`src/rtl/acpo_rb_pkg.sv`:
```
// acpo_rb_pkg: shared widths, FIFO depth and FSM state type for the pool readback drain stage
package acpo_rb_pkg;
  localparam int DATA_WIDTH = 8;
  localparam int SA_ADDR_WIDTH = 14;
  localparam int FC_ADDR_WIDTH = 10;
  localparam int LANES = 16;
  localparam int FIFO_DEPTH = 2;
  typedef enum logic [1:0] {IDLE, WAIT, READ, DRAIN} state_t;
endpackage

```
`src/rtl/rb_skid_fifo.sv`:
```
// rb_skid_fifo: 2-entry skid FIFO holding BRAM returns, head drives the stream
module rb_skid_fifo
  import acpo_rb_pkg::*;
#(
  parameter int W = DATA_WIDTH
) (
  input  logic         clk,
  input  logic         rst,
  input  logic         push,
  input  logic         pop,
  input  logic [W-1:0] din,
  output logic [W-1:0] dout,
  output logic         full,
  output logic         empty,
  output logic [1:0]   count
);
  logic [W-1:0] mem [FIFO_DEPTH];
  logic wp, rp;
  always_ff @(posedge clk) begin
    if (rst) begin
      mem <= '{default: '0};
      wp <= 1'b0;
      rp <= 1'b0;
      count <= 2'd0;
    end else begin
      if (push) mem[wp] <= din;
      wp <= wp ^ push;
      rp <= rp ^ pop;
      count <= count + 2'(push) - 2'(pop);
    end
  end
  assign dout = mem[rp];
  assign full = count == 2'(FIFO_DEPTH);
  assign empty = count == 2'd0;
endmodule

```
`src/rtl/pool_readback_ctrl.sv`:
```
// pool_readback_ctrl: waits for pool/FC completion, then streams SA or FC BRAM bytes over valid/ready
module pool_readback_ctrl
  import acpo_rb_pkg::*;
(
  input  logic                     clk,
  input  logic                     rst,
  input  logic                     start_i,
  input  logic                     mode_fc_i,
  input  logic [3:0]               pool_size_i,
  input  logic [5:0]               ch_i,
  input  logic [FC_ADDR_WIDTH-1:0] fc_len_i,
  input  logic [LANES-1:0]         pool_last_i,
  input  logic                     act_last_i,
  output logic                     sa_rden_o,
  output logic [SA_ADDR_WIDTH-1:0] sa_rdptr_o,
  input  logic [DATA_WIDTH-1:0]    sa_rdata_i,
  output logic                     fc_rden_o,
  output logic [FC_ADDR_WIDTH-1:0] fc_rdptr_o,
  input  logic [DATA_WIDTH-1:0]    fc_rdata_i,
  output logic [DATA_WIDTH-1:0]    data_o,
  output logic                     valid_o,
  input  logic                     ready_i,
  output logic                     last_o,
  output logic                     busy_o,
  output logic                     done_o
);
  state_t state, state_nx;
  logic mode_fc, inflight, done_r, issue, pop, credit_ok, drain_ok, go;
  logic fifo_full, fifo_empty;
  logic [1:0] fifo_cnt;
  logic [LANES-1:0] mask, mask_nx;
  logic [SA_ADDR_WIDTH-1:0] n, rd_addr, out_cnt;
  logic [2:0] used;
  assign mask_nx = mask | pool_last_i;
  assign go = mode_fc ? act_last_i : &mask_nx;
  assign valid_o = !fifo_empty;
  assign pop = valid_o && ready_i;
  // a slot freed by this cycle's pop can be reused by this cycle's read
  assign used = 3'(fifo_cnt) + 3'(inflight);
  assign credit_ok = used < 3'd2 + 3'(pop);
  assign issue = state == READ && credit_ok && (!fifo_full || pop);
  assign drain_ok = !inflight && (fifo_empty || (fifo_cnt == 2'd1 && pop));
  always_comb begin
    state_nx = state;
    unique case (state)
      IDLE:  state_nx = start_i ? WAIT : IDLE;
      WAIT:  state_nx = go ? (n == '0 ? IDLE : READ) : WAIT;
      READ:  state_nx = (issue && rd_addr == n - 1'b1) ? DRAIN : READ;
      DRAIN: state_nx = drain_ok ? IDLE : DRAIN;
    endcase
  end
  always_ff @(posedge clk) begin
    if (rst) begin
      state <= IDLE;
      mode_fc <= 1'b0;
      n <= '0;
      mask <= '0;
      rd_addr <= '0;
      out_cnt <= '0;
      inflight <= 1'b0;
      done_r <= 1'b0;
    end else begin
      state <= state_nx;
      inflight <= issue;
      done_r <= state != IDLE && state_nx == IDLE;
      if (state == IDLE && start_i) begin
        mode_fc <= mode_fc_i;
        n <= mode_fc_i ? SA_ADDR_WIDTH'(fc_len_i)
                       : SA_ADDR_WIDTH'(pool_size_i) * SA_ADDR_WIDTH'(pool_size_i) * SA_ADDR_WIDTH'(ch_i);
        mask <= '0;
        rd_addr <= '0;
        out_cnt <= '0;
      end
      if (state == WAIT) mask <= mask_nx;
      if (issue) rd_addr <= rd_addr + 1'b1;
      if (pop) out_cnt <= out_cnt + 1'b1;
    end
  end
  rb_skid_fifo #(.W(DATA_WIDTH)) u_fifo (
    .clk(clk),
    .rst(rst),
    .push(inflight),
    .pop(pop),
    .din(mode_fc ? fc_rdata_i : sa_rdata_i),
    .dout(data_o),
    .full(fifo_full),
    .empty(fifo_empty),
    .count(fifo_cnt)
  );
  assign sa_rden_o = issue && !mode_fc;
  assign fc_rden_o = issue && mode_fc;
  assign sa_rdptr_o = sa_rden_o ? rd_addr : '0;
  assign fc_rdptr_o = fc_rden_o ? rd_addr[FC_ADDR_WIDTH-1:0] : '0;
  assign last_o = valid_o && out_cnt == n - 1'b1;
  assign busy_o = state != IDLE;
  assign done_o = done_r;
endmodule
```
`config.mk`:
```
export PLATFORM = sky130hd
export DESIGN_NAME = pool_readback_ctrl
export DESIGN_NICKNAME = d
export VERILOG_FILES = /design/src/rtl/acpo_rb_pkg.sv /design/src/rtl/rb_skid_fifo.sv /design/src/rtl/pool_readback_ctrl.sv
export SDC_FILE = /design/constraint.sdc
export NUM_CORES = 1
export LEC_CHECK = 0
export ABC_AREA = 0
export BUFFER_PORTS_ARGS = -buffer_cell sky130_fd_sc_hd__buf_4
export CAP_MARGIN = 20
export CORE_MARGIN = 8
export CORE_UTILIZATION = 54
export CTS_CLUSTER_SIZE = 28
export DETAILED_ROUTE_END_ITERATION = 10
export PLACE_DENSITY_LB_ADDON = 0.08
export SLEW_MARGIN = 25
export SYNTH_ARGS = -nofsm -noshare
export SYNTH_HDL_FRONTEND = slang
export SYNTH_SLANG_ARGS = --single-unit
export TNS_END_PERCENT = 10
```
`constraint.sdc`:
```
create_clock -name clk -period 7.3 [get_ports clk]
set_input_delay 0.365 -clock clk [delete_from_list [all_inputs] [get_ports clk]]
set_output_delay 0.365 -clock clk [all_outputs]
set_load 0.05 [all_outputs]
```
Word level (Yosys, flattened, before mapping)
Index checks and enable logic that the tools add are counted.
{"block": "totals", "reg_bits": 83, "latchBits": 0, "mem_bits_rw": 0, "rom_bits": 0, "in_bits": 58, "output_inout_bits": 38, "elab_cells": 87, "memories": 0}
{"block": "classes", "n_addsub": 7, "mul": 2, "n_div": 0, "order_cmp": 4, "eq_ne": 7, "n_shift": 0, "muxes": 22, "bitwise_logic": 5, "reduce_logical": 27}
{"operator": "2-to-1 mux 14 bit", "n": 5}
{"operator": "2-to-1 mux 8 bit", "n": 5}
{"operator": "2-to-1 mux 16 bit", "n": 2}
{"operator": "adder 14 x 1 -> 14 bit, second input constant", "n": 2}
{"operator": "== test 14 bit", "n": 2}
{"operator": "bitwise mux 16 bit", "n": 1}
{"operator": "bitwise OR 16 bit", "n": 1}
{"operator": "AND reduction 16 bit", "n": 1}
{"operator": "logical NOT 14 bit", "n": 1}
{"operator": "multiplier 8 x 6 -> 14 bit", "n": 1}
{"operator": "subtractor 14 x 1 -> 14 bit, second input constant", "n": 1}
{"operator": "logical AND 1 bit", "n": 12}
{"operator": "2-to-1 mux 10 bit", "n": 1}
{"operator": "demux 8 bit (select 1 bit)", "n": 1}
{"operator": "multiplier 4 x 4 -> 8 bit", "n": 1}
{"operator": "case mux 2 bit (4 select lines)", "n": 1}
{"operator": "nonzero test 2 bit", "n": 4}
{"operator": "== test 2 bit, second input constant", "n": 3}
{"operator": "logical NOT 2 bit", "n": 3}
{"operator": "2-to-1 mux 2 bit", "n": 3}
{"operator": "== test 2 x 1 -> 1 bit, second input constant", "n": 2}
{"operator": "greater-or-equal comparator 2 bit, second input constant", "n": 2}
{"operator": "logical NOT 1 bit", "n": 4}
{"operator": "inverter 1 -> 2 bit", "n": 2}
{"operator": "9 further kinds", "n": 13}

Depth between registers and ports, before layout
Gate-level depths: netlist (run 1).
{"block": "depth", "word_depth": 12, "mapped_depth": 20, "ltp_nobuf": 20}

Hierarchy
A second synthesis (run 1) with hierarchy kept.
{"block": "hier_totals", "cells_unflattened": 777, "area_unflattened_um2": 6341.1}
{"module": "pool_readback_ctrl", "instances": 1, "cells_each": 697, "area_per_inst_um2": 5480.3, "seq_area_each_um2": 1261.2}
{"module": "rb_skid_fifo", "instances": 1, "cells_each": 80, "area_per_inst_um2": 860.8, "seq_area_each_um2": 400.4}

Worst setup path after synthesis (run 1)
Ideal clock, no wire load.
{"block": "synth_path", "path_kind": "in2reg", "from": "input port pool_size_i[0]", "to": "register n[13]", "setup_time_ns": 0.128, "t_arrival_ns": 4.481, "t_required_ns": 7.172, "path_slack_ns": 2.691, "path_stages": 18, "n_path_buf": 0, "path_cell_list": "and2_1 > ha_1 > a21o_1 > a21oi_1 > xnor2_1 > and2_1 > fa_1 > fa_1 > inv_1 > fa_1 > inv_1 > ha_1 > o21a_1 > a2111oi_0 > o31ai_1 > xnor2_1 > a22oi_1 > nor2_1"}
{"block": "synth_via", "elab_chain_len": 3}
{"item": "start: declaration", "line_no": "pool_readback_ctrl.sv:9", "source": "input logic [3:0] pool_size_i,"}
{"item": "multiplier 4 x 4 -> 8 bit", "line_no": "pool_readback_ctrl.sv:69", "source": ": SA_ADDR_WIDTH'(pool_size_i) * SA_ADDR_WIDTH'(pool_size_i) * SA_ADDR_WIDTH'(ch_i);"}
{"item": "multiplier 8 x 6 -> 14 bit", "line_no": "pool_readback_ctrl.sv:69"}
{"item": "2-to-1 mux 14 bit", "line_no": "pool_readback_ctrl.sv:68", "source": "n <= mode_fc_i ? SA_ADDR_WIDTH'(fc_len_i)"}
{"item": "end signal: assignment", "line_no": "pool_readback_ctrl.sv:68"}
{"item": "end: declaration", "line_no": "pool_readback_ctrl.sv:32", "source": "logic [SA_ADDR_WIDTH-1:0] n, rd_addr, out_cnt;"}
No other way between the ends.
A chain may end at the register's enable or synchronous reset.

Worst setup path in the final report (run 1)
Ends and elaborated chain as after synthesis.

==> metrics.md, run 1 <==
| Metric | Value |
|---|---|
| Slew Viols, Final | `0` |
| Grt ovf | `0` |
| Post-synth EDFFs | `0` |
| Pre-antenna DRT Iters | `5` |
| Ys flop type | `dfxtp_1` |
| Met3 Use GR | `0.0363` |
| Ant diodes | `0` |
| Post-synthesis sequential area ratio | `0.271` |
| Overall routing resource usage | `0.210` |
| Initial core utilization | `0.546` |
| Die Span X | `123 µm` |
| Met2 Usage GRT | `0.369` |
| Fmax | `212 MHz` |
| CTS root buf | `clkbuf_16` |
| Lkg Pwr | `3.02 nW` |
| Syn_nets | `852` |
| # resized after CTS | `0` |
| FILL cells | `1030` |
| WL final | `15500 µm` |
| First-pass GRT wire length | `25400 µm` |
| Critical path capture point type | `flip-flop` |
| Clk sink count | `83` |
| Postcts setup bufs | `0` |
| CTS tree | `built` |
| Cells after synthesis | `738` |
| Clk buf depth | `2` |
| Yosys top cell by area | `dfxtp_1` |
| Die height | `123 µm` |
| Final setup violation count | `0` |
| Busiest grt layer | `met2` |
| Worst min path class | `in -> reg` |
| Final Net Count | `913` |
| # Max-Cap Violations | `0` |
| Setup TNS | `0 ps` |
| Status | `finished, final reports clean` |
| Clock latency at the later pin of the worst-skew pair | `340 ps` |
| Fraction of synthesis flops using an asynchronous set or reset pin | `0` |
| DP Wirelength | `11800 µm` |
| Main area contributors after synthesis | `dfxtp_1, ha_1, fa_1` |
| Most frequent cell after synthesis | `nor2_1` |
| Routability Congestion | `0.872` |
| Endpoints failing hold | `0` |
| Hold buffer count at cts | `0` |
| Largest net degree at the start of global routing | `86` |
| Core area | `11200 µm²` |
| Critical-path maximum fanout | `9` |
| Max-slew headroom | `0.389` |
| Unrepaired setup endpoints after global routing | `no` |
| Period minus WS final | `4710 ps` |
| CTS Buf Count | `9` |
| Period utilisation layout | `0.645` |
| Share of the synthesized area in the top cell type | `0.271` |
| Post-synth cell types | `67` |
| Post-route ant nets | `0` |
| Worst path arrival time | `4910 ps` |
| IO Port Bufs | `95` |
| H-tree levels | `3` |
| Die area | `15000 µm²` |
| Yosys reg bits | `83` |
| Slew @ Worst Pin | `916 ps` |
| Grt met1 use | `0.252` |
| Via density | `5.71` |
| Peak VDD IR | `0.143 mV` |
| Synth-to-layout area growth | `16.0%` |
| Via count | `5411` |
| Critical Path Source Type | `input port` |
| First DRT Iteration DRCs | `348` |
| Share of layout cells above drive strength 1 | `0.175` |
| Syn_area_per_cell | `8.30 µm²` |
| Number of remaining DRC errors | `0` |
| Clock Skew | `6.09 ps` |
| CTS clk-pin slew, worst paths | `60 ps` |
| Crit Path Category | `in -> reg` |
| WL/cell | `16.4 µm` |
| WP data required | `7500 ps` |
| Post-Syn Area | `6130 µm²` |
| Vias in the first global route | `5237` |
| Io pins | `96` |
| Synth warnings | `0` |
| WHS | `263 ps` |
| Pwr/cell area | `218 nW/µm²` |
| Post-synth top cells | `nor2_1, dfxtp_1, inv_1, and2_1, nand2_1` |
| Num rows | `39` |
| Initial antenna violation count | `0` |
worst max-delay path, cell delays in order:
cell,delay (ps)
buf_4,140
and2_1,150
ha_1,310
a21o_1,170
a21oi_1,170
xnor2_1,220
and2_1,210
fa_1,430
fa_1,480
inv_1,50
fa_1,520
inv_1,50
ha_1,330
o21a_1,210
a2111oi_0,570
o31ai_1,180
xnor2_1,150
a22oi_1,140
nor2_1,50
cells by family after synthesis:
kind of cell             Yosys count  synth area share
AND/OR/NAND/NOR                  288             0.250
AO/OA/AOI/OAI                    129             0.149
buffers and inverters            103            0.0678
flip-flops                        83             0.271
adder cells (fa/ha/maj)           56             0.139
XOR/XNOR                          50            0.0737
multiplexers                      29            0.0500
cell usage in the layout, fill, tap and decap left out, types with 9 or more instances in the layout:
master,instances
nor2b_1,9
and3_1,17
fa_1,20
inv_1,56
xnor2_1,28
ha_1,36
a22oi_1,18
and2_1,50
nor3_1,21
nor2_1,85
nand4_1,11
xor2_1,21
nand2_1,38
clkbuf_16,9
dfxtp_1,83
nand3_1,21
o21ai_0,15
a211oi_1,29
a21oi_1,25
mux2_2,12
mux2i_1,16
buf_4,97
state kept, by name, indices dropped and copies added, names as in the netlist:
name          cells
done_o            1
inflight          1
mask             16
mode_fc           1
n                14
out_cnt          14
rd_addr          14
state             2
u_fifo.count      2
u_fifo.mem       16
u_fifo.rp         1
u_fifo.wp         1
power by group:
part	leakage, nW	switching, mW	internal (mW)
clock network	0.122	0.192	0.232
logic	2.23	0.347	0.249
registers	0.674	0.0468	0.485
worst paths after layout:
path,startpoint,endpoint,slack (ps),cells after the start
max,pool_size_i[0],n[13],2590,19
min,pool_last_i[3],mask[3],260,3
max reg2reg,inflight,state[0],4170,9
min reg2reg,u_fifo.mem[0],u_fifo.mem[0],480,2
through the flow:
step / util / setup WS [ps] / instances / area (µm²) / power [mW]
4_1_cts: 0.633 / 2620 / 947 / 7100 / 1.56
6_report: 0.633 / 2590 / 947 / 7100 / 1.55
3_5_place_dp: 0.609 / 2270 / 931 / 6830 / 1.13
5_1_grt: 0.633 / 2200 / 947 / 7100 / 1.65
3_3_place_gp: 0.608 / 2340 / 931 / 6830 / 1.12
2_1_floorplan: - / 2690 / 738 / 6130 / 0.997
area by class of cell:
| type | count | area, µm² | area share |
|---|---|---|---|
| inverters | 56 | 210 | 0.0296 |
| clock buffers | 11 | 233 | 0.0328 |
| well taps | 143 | 179 | 0.0252 |
| flip-flops and latches | 83 | 1660 | 0.234 |
| multi-input cells | 552 | 4050 | 0.570 |
| clock inverters | 5 | 40.0 | 0.00564 |
| repair buffers | 97 | 728 | 0.103 |
layer usage:
layer	wire (µm)	up-vias
met1	6760	2570
met2	7770	137
met5	0	-
met4	280	0
li1	-	2676
met3	678	28
Note: power is estimated with default switching activity, not from simulation.
==> inputs of run 2 (changes only) <==
==> constraint.sdc (replaced) <==
create_clock -name clk -period 4.9 [get_ports clk]
set_input_delay 0.245 -clock clk [delete_from_list [all_inputs] [get_ports clk]]
set_output_delay 0.245 -clock clk [all_outputs]
set_load 0.05 [all_outputs]
==> metrics.md, run 2 (same netlist as run 1, synthesis figures left out) <==
| Metric | Value |
|---|---|
| Cell Area, Placed | `6850 µm²` |
| Final Net Count | `916` |
| Commonest non-fill, non-tap cell in the layout | `buf_4` |
| Die area | `15000 µm²` |
| Final setup violation count | `0` |
| Routability Congestion | `0.871` |
| Hold buffer count at cts | `0` |
| Setup TNS | `0 ps` |
| Number of remaining DRC errors | `0` |
| Initial antenna violation count | `0` |
| Biggest regs | `mask (16), u_fifo.mem (16)` |
| Slew @ Worst Pin | `909 ps` |
| Critical-path maximum fanout | `9` |
| Overall routing resource usage | `0.209` |
| Most frequent cells in the layout | `buf_4, nor2_1, dfxtp_1` |
| Worst path arrival time | `4790 ps` |
| P_int | `1.46 mW` |
| Psw | `0.870 mW` |
| CTS tree | `built` |
| Status | `finished, final reports clean` |
| Period utilisation layout | `0.929` |
| IO Port Bufs | `95` |
| Clock latency at the later pin of the worst-skew pair | `340 ps` |
| Die Span X | `123 µm` |
| First-pass GRT wire length | `25600 µm` |
| Post-route ant nets | `0` |
| Die height | `123 µm` |
| # resized after CTS | `0` |
| Net switching share of the total power | `0.374` |
| # Max-Cap Violations | `0` |
| Lkg Pwr | `3.05 nW` |
| Io pins | `96` |
| Crit Path Category | `in -> reg` |
| Via density | `5.65` |
| Post-route cell area | `7130 µm²` |
| Num rows | `39` |
| Ant diodes | `0` |
| Critical Path Source Type | `input port` |
| Period minus WS final | `4550 ps` |
| First DRT Iteration DRCs | `293` |
| Postcts setup bufs | `0` |
| WL final | `15400 µm` |
| CTS root buf | `clkbuf_16` |
| Sequential share of power | `0.341` |
| Grt ovf | `0` |
| H-tree levels | `3` |
| Share of layout cells above drive strength 1 | `0.180` |
| DP Wirelength | `11800 µm` |
| Pre-antenna DRT Iters | `4` |
| Max-slew headroom | `0.394` |
| Core area | `11200 µm²` |
| Clk buf depth | `2` |
| Clock Skew | `4.63 ps` |
| Peak VDD IR | `0.319 mV` |
| Worst min path class | `in -> reg` |
| Clock share of power | `0.274` |
| Clk sink count | `83` |
| CTS Buf Count | `9` |
| Via count | `5368` |
| Synth-to-layout area growth | `16.4%` |
| Vias in the first global route | `5351` |
| WP data required | `5140 ps` |
| Largest net degree at the start of global routing | `86` |
| Slew Viols, Final | `0` |
| Comb pwr share | `0.385` |
| Critical path capture point type | `flip-flop` |
| Initial core utilization | `0.546` |
| Pwr/cell area | `326 nW/µm²` |
| CTS clk-pin slew, worst paths | `60 ps` |
| Unrepaired setup endpoints after global routing | `no` |
| WL/cell | `16.2 µm` |
| Fmax | `220 MHz` |
| Endpoints failing hold | `0` |
[run 2: cell types whose count changed in the layout (fill, tap and decap cells not counted)]
| cell | change |
|---|---|
| clkinvlp_4 | -3 |
| clkinv_2 | +1 |
| buf_4 | +3 |
| clkbuf_1 | -1 |
| inv_6 | +3 |
[run 2: through the flow]
| stage | instances | hold slack (ps) | utilization | worst slack, ps | power [mW] |
|---|---|---|---|---|---|
| 6_report | 950 | 148 | 0.635 | 349 | 2.33 |
| 5_1_grt | 950 | 153 | 0.635 | 144 | 2.49 |
| 4_1_cts | 950 | 140 | 0.635 | 429 | 2.35 |
| 3_5_place_dp | 934 | 477 | 0.611 | 64.9 | 1.70 |
| 3_3_place_gp | 934 | 469 | 0.610 | 225 | 1.67 |
| 2_1_floorplan | 738 | 393 | - | 411 | 1.49 |
[run 2: final timing paths]
check / slack [ps] / end / cells after the start / startpoint
setup / recovery: 350 / n[10] / 19 / pool_size_i[0]
hold / removal: 150 / mask[9] / 3 / pool_last_i[9]
hold reg to reg: 490 / u_fifo.mem[10] / 2 / u_fifo.mem[10]
setup reg to reg: 1820 / state[0] / 9 / inflight
[run 2: metal layers]
layer | up-vias | GRT usage | part of all wire
li1 | 2685 | - | -
met1 | 2525 | 0.254 | 0.43
met2 | 129 | 0.364 | 0.50
met3 | 29 | 0.0391 | 0.045
met4 | 0 | 0.0701 | 0.018
met5 | - | 0 | 0
[run 2: cell type report]
cell class / instances / area, µm²
repair buffers: 100 / 751
clock inverters: 6 / 48.8
flip-flops and latches: 83 / 1660
inverters: 56 / 210
clock buffers: 10 / 229
fillers: 1015 / 4090
multi-input cells: 552 / 4050
well taps: 143 / 179
[run 2: power by group through the flow]
| stage | clock, mW | combinational [mW] | sequential [mW] |
|---|---|---|---|
| floorplan | 0 | 0.716 | 0.769 |
| global placement | 0 | 0.871 | 0.804 |
| detailed placement | 0 | 0.897 | 0.807 |
| CTS | 0.653 | 0.902 | 0.792 |
| global route | 0.685 | 1.00 | 0.801 |
| finish | 0.638 | 0.895 | 0.792 |
[run 2: worst max-delay path, cell delays in order]
cell      delay [ps]
buf_4            140
and2_1           160
ha_1             340
a31oi_1          120
xnor2_1          390
and2_1           230
fa_1             430
inv_1             80
fa_1             430
fa_1             540
inv_1             40
ha_1             310
nor2b_1          160
o21ai_0          250
a21boi_0         170
o21ai_0          280
nor2b_1          200
xnor2_1           80
a32o_1           190
==> inputs of run 3 (changes only) <==
==> constraint.sdc (replaced) <==
create_clock -name clk -period 4.7 [get_ports clk]
set_input_delay 0.235 -clock clk [delete_from_list [all_inputs] [get_ports clk]]
set_output_delay 0.235 -clock clk [all_outputs]
set_load 0.05 [all_outputs]
==> metrics.md, run 3 (same netlist as run 1, synthesis figures left out) <==
| Metric | Value |
|---|---|
| Status | `finished, final reports clean` |
| CTS root buf | `clkbuf_16` |
| Final setup violation count | `0` |
| Non-filler cells, final | `953` |
| IO Port Bufs | `95` |
| WL final | `15500 µm` |
| First DRT Iteration DRCs | `411` |
| Overall routing resource usage | `0.213` |
| Worst path arrival time | `4590 ps` |
| First-pass GRT wire length | `25800 µm` |
| Final Net Count | `919` |
| Slew Viols, Final | `0` |
| Clock latency at the later pin of the worst-skew pair | `340 ps` |
| Die Span X | `123 µm` |
| Critical Path Source Type | `input port` |
| Io pins | `96` |
| Core area | `11200 µm²` |
| Via count | `5392` |
| Critical path capture point type | `flip-flop` |
| Lkg Pwr | `3.09 nW` |
| Initial core utilization | `0.546` |
| Die area | `15000 µm²` |
| WP data required | `4930 ps` |
| Initial antenna violation count | `0` |
| Via density | `5.66` |
| Clk buf depth | `2` |
| Grt met1 use | `0.248` |
| CTS Buf Count | `9` |
| Vias in the first global route | `5392` |
| Slew @ Worst Pin | `941 ps` |
| Clk sink count | `83` |
| Largest net degree at the start of global routing | `86` |
| Synth-to-layout area growth | `17.5%` |
| Unrepaired setup endpoints after global routing | `no` |
| Num rows | `39` |
| Hold buffer count at cts | `0` |
| Met2 Usage GRT | `0.372` |
| Layout Utilization | `0.641` |
| Clock Skew | `5.81 ps` |
| CTS clk-pin slew, worst paths | `60 ps` |
| Pre-antenna DRT Iters | `5` |
| Critical-path maximum fanout | `4` |
| Commonest non-fill, non-tap cell in the layout | `buf_4` |
| Peak VDD IR | `0.198 mV` |
| Max-slew headroom | `0.371` |
| Period minus WS final | `4350 ps` |
| Die height | `123 µm` |
| Met3 Use GR | `0.0414` |
| Share of layout cells above drive strength 1 | `0.186` |
| Worst min path class | `in -> reg` |
| Most frequent cells in the layout | `buf_4, nor2_1, dfxtp_1` |
| Busiest grt layer | `met2` |
| Biggest regs | `mask (16), u_fifo.mem (16)` |
| # resized after CTS | `0` |
| Dpl cells | `937` |
| DP Wirelength | `12100 µm` |
| Ant diodes | `0` |
| Crit Path Category | `in -> reg` |
| H-tree levels | `3` |
| Grt ovf | `0` |
| WL/cell | `16.2 µm` |
| Endpoints failing hold | `0` |
| # Max-Cap Violations | `0` |
| Postcts setup bufs | `0` |
| Number of remaining DRC errors | `0` |
| Fmax | `230 MHz` |
| Pwr/cell area | `348 nW/µm²` |
| Post-route ant nets | `0` |
| Period utilisation layout | `0.926` |
| Routability Congestion | `0.876` |
| CTS tree | `built` |
## run 3: cell types whose count changed in the layout (fill, tap and decap cells not counted), sizes merged
cell / previous run / this run
bufinv: 0 / 1
buf: 100 / 103
inv: 59 / 58
## run 3: worst paths after layout
kind / from / end / slack, ps / depth (start not counted)
worst max-delay path: pool_size_i[0] / n[10] / 350 / 20
worst min-delay path: pool_last_i[12] / mask[12] / 130 / 3
worst max register to register: inflight / state[0] / 1660 / 9
worst min register to register: u_fifo.mem[14] / u_fifo.mem[14] / 490 / 2
## run 3: routing by layer
metal  wire, µm  part of all wire
met4        433             0.028
met5          0                 0
met1       6510              0.42
met3        729             0.047
met2       7780              0.50
## run 3: power breakdown
part	total (mW)	internal [mW]	switching (mW)
Combinational	0.951	0.405	0.546
Clock	0.730	0.432	0.298
Sequential	0.825	0.754	0.0711
Total	2.51	1.59	0.915
## run 3: critical path: stages
cell	delay, ps
buf_4	120
and2_1	150
ha_1	310
a21o_1	170
a21oi_1	180
xnor2_1	130
and2_1	180
fa_1	470
inv_1	50
fa_1	480
fa_1	560
inv_1	50
ha_1	300
nor2b_1	190
o21ai_1	90
a21boi_0	290
o21ai_1	130
nor2b_1	160
xnor2_1	130
a32o_1	210
## run 3: per-stage QoR
step / instance area [µm²] / setup slack, ps / power [mW] / setup TNS [ps] / hold WS (ps)
after floorplan: 6130 / 221 / 1.55 / 0 / 383
after global placement: 6870 / -5.19 / 1.75 / -5.19 / 469
after detailed placement: 6870 / -93.9 / 1.78 / -189 / 479
after CTS: 7180 / 277 / 2.52 / 0 / 128
after global routing: 7200 / 31.0 / 2.68 / 0 / 130
final: 7200 / 347 / 2.51 / 0 / 132
## run 3: area by class of cell
cell class | count | area (µm²)
flip-flops and latches | 83 | 1660
fillers | 998 | 4030
multi-input cells | 552 | 4060
inverters | 56 | 210
repair buffers | 103 | 773
clock buffers | 10 | 239
clock inverters | 6 | 72.6
well taps | 143 | 179
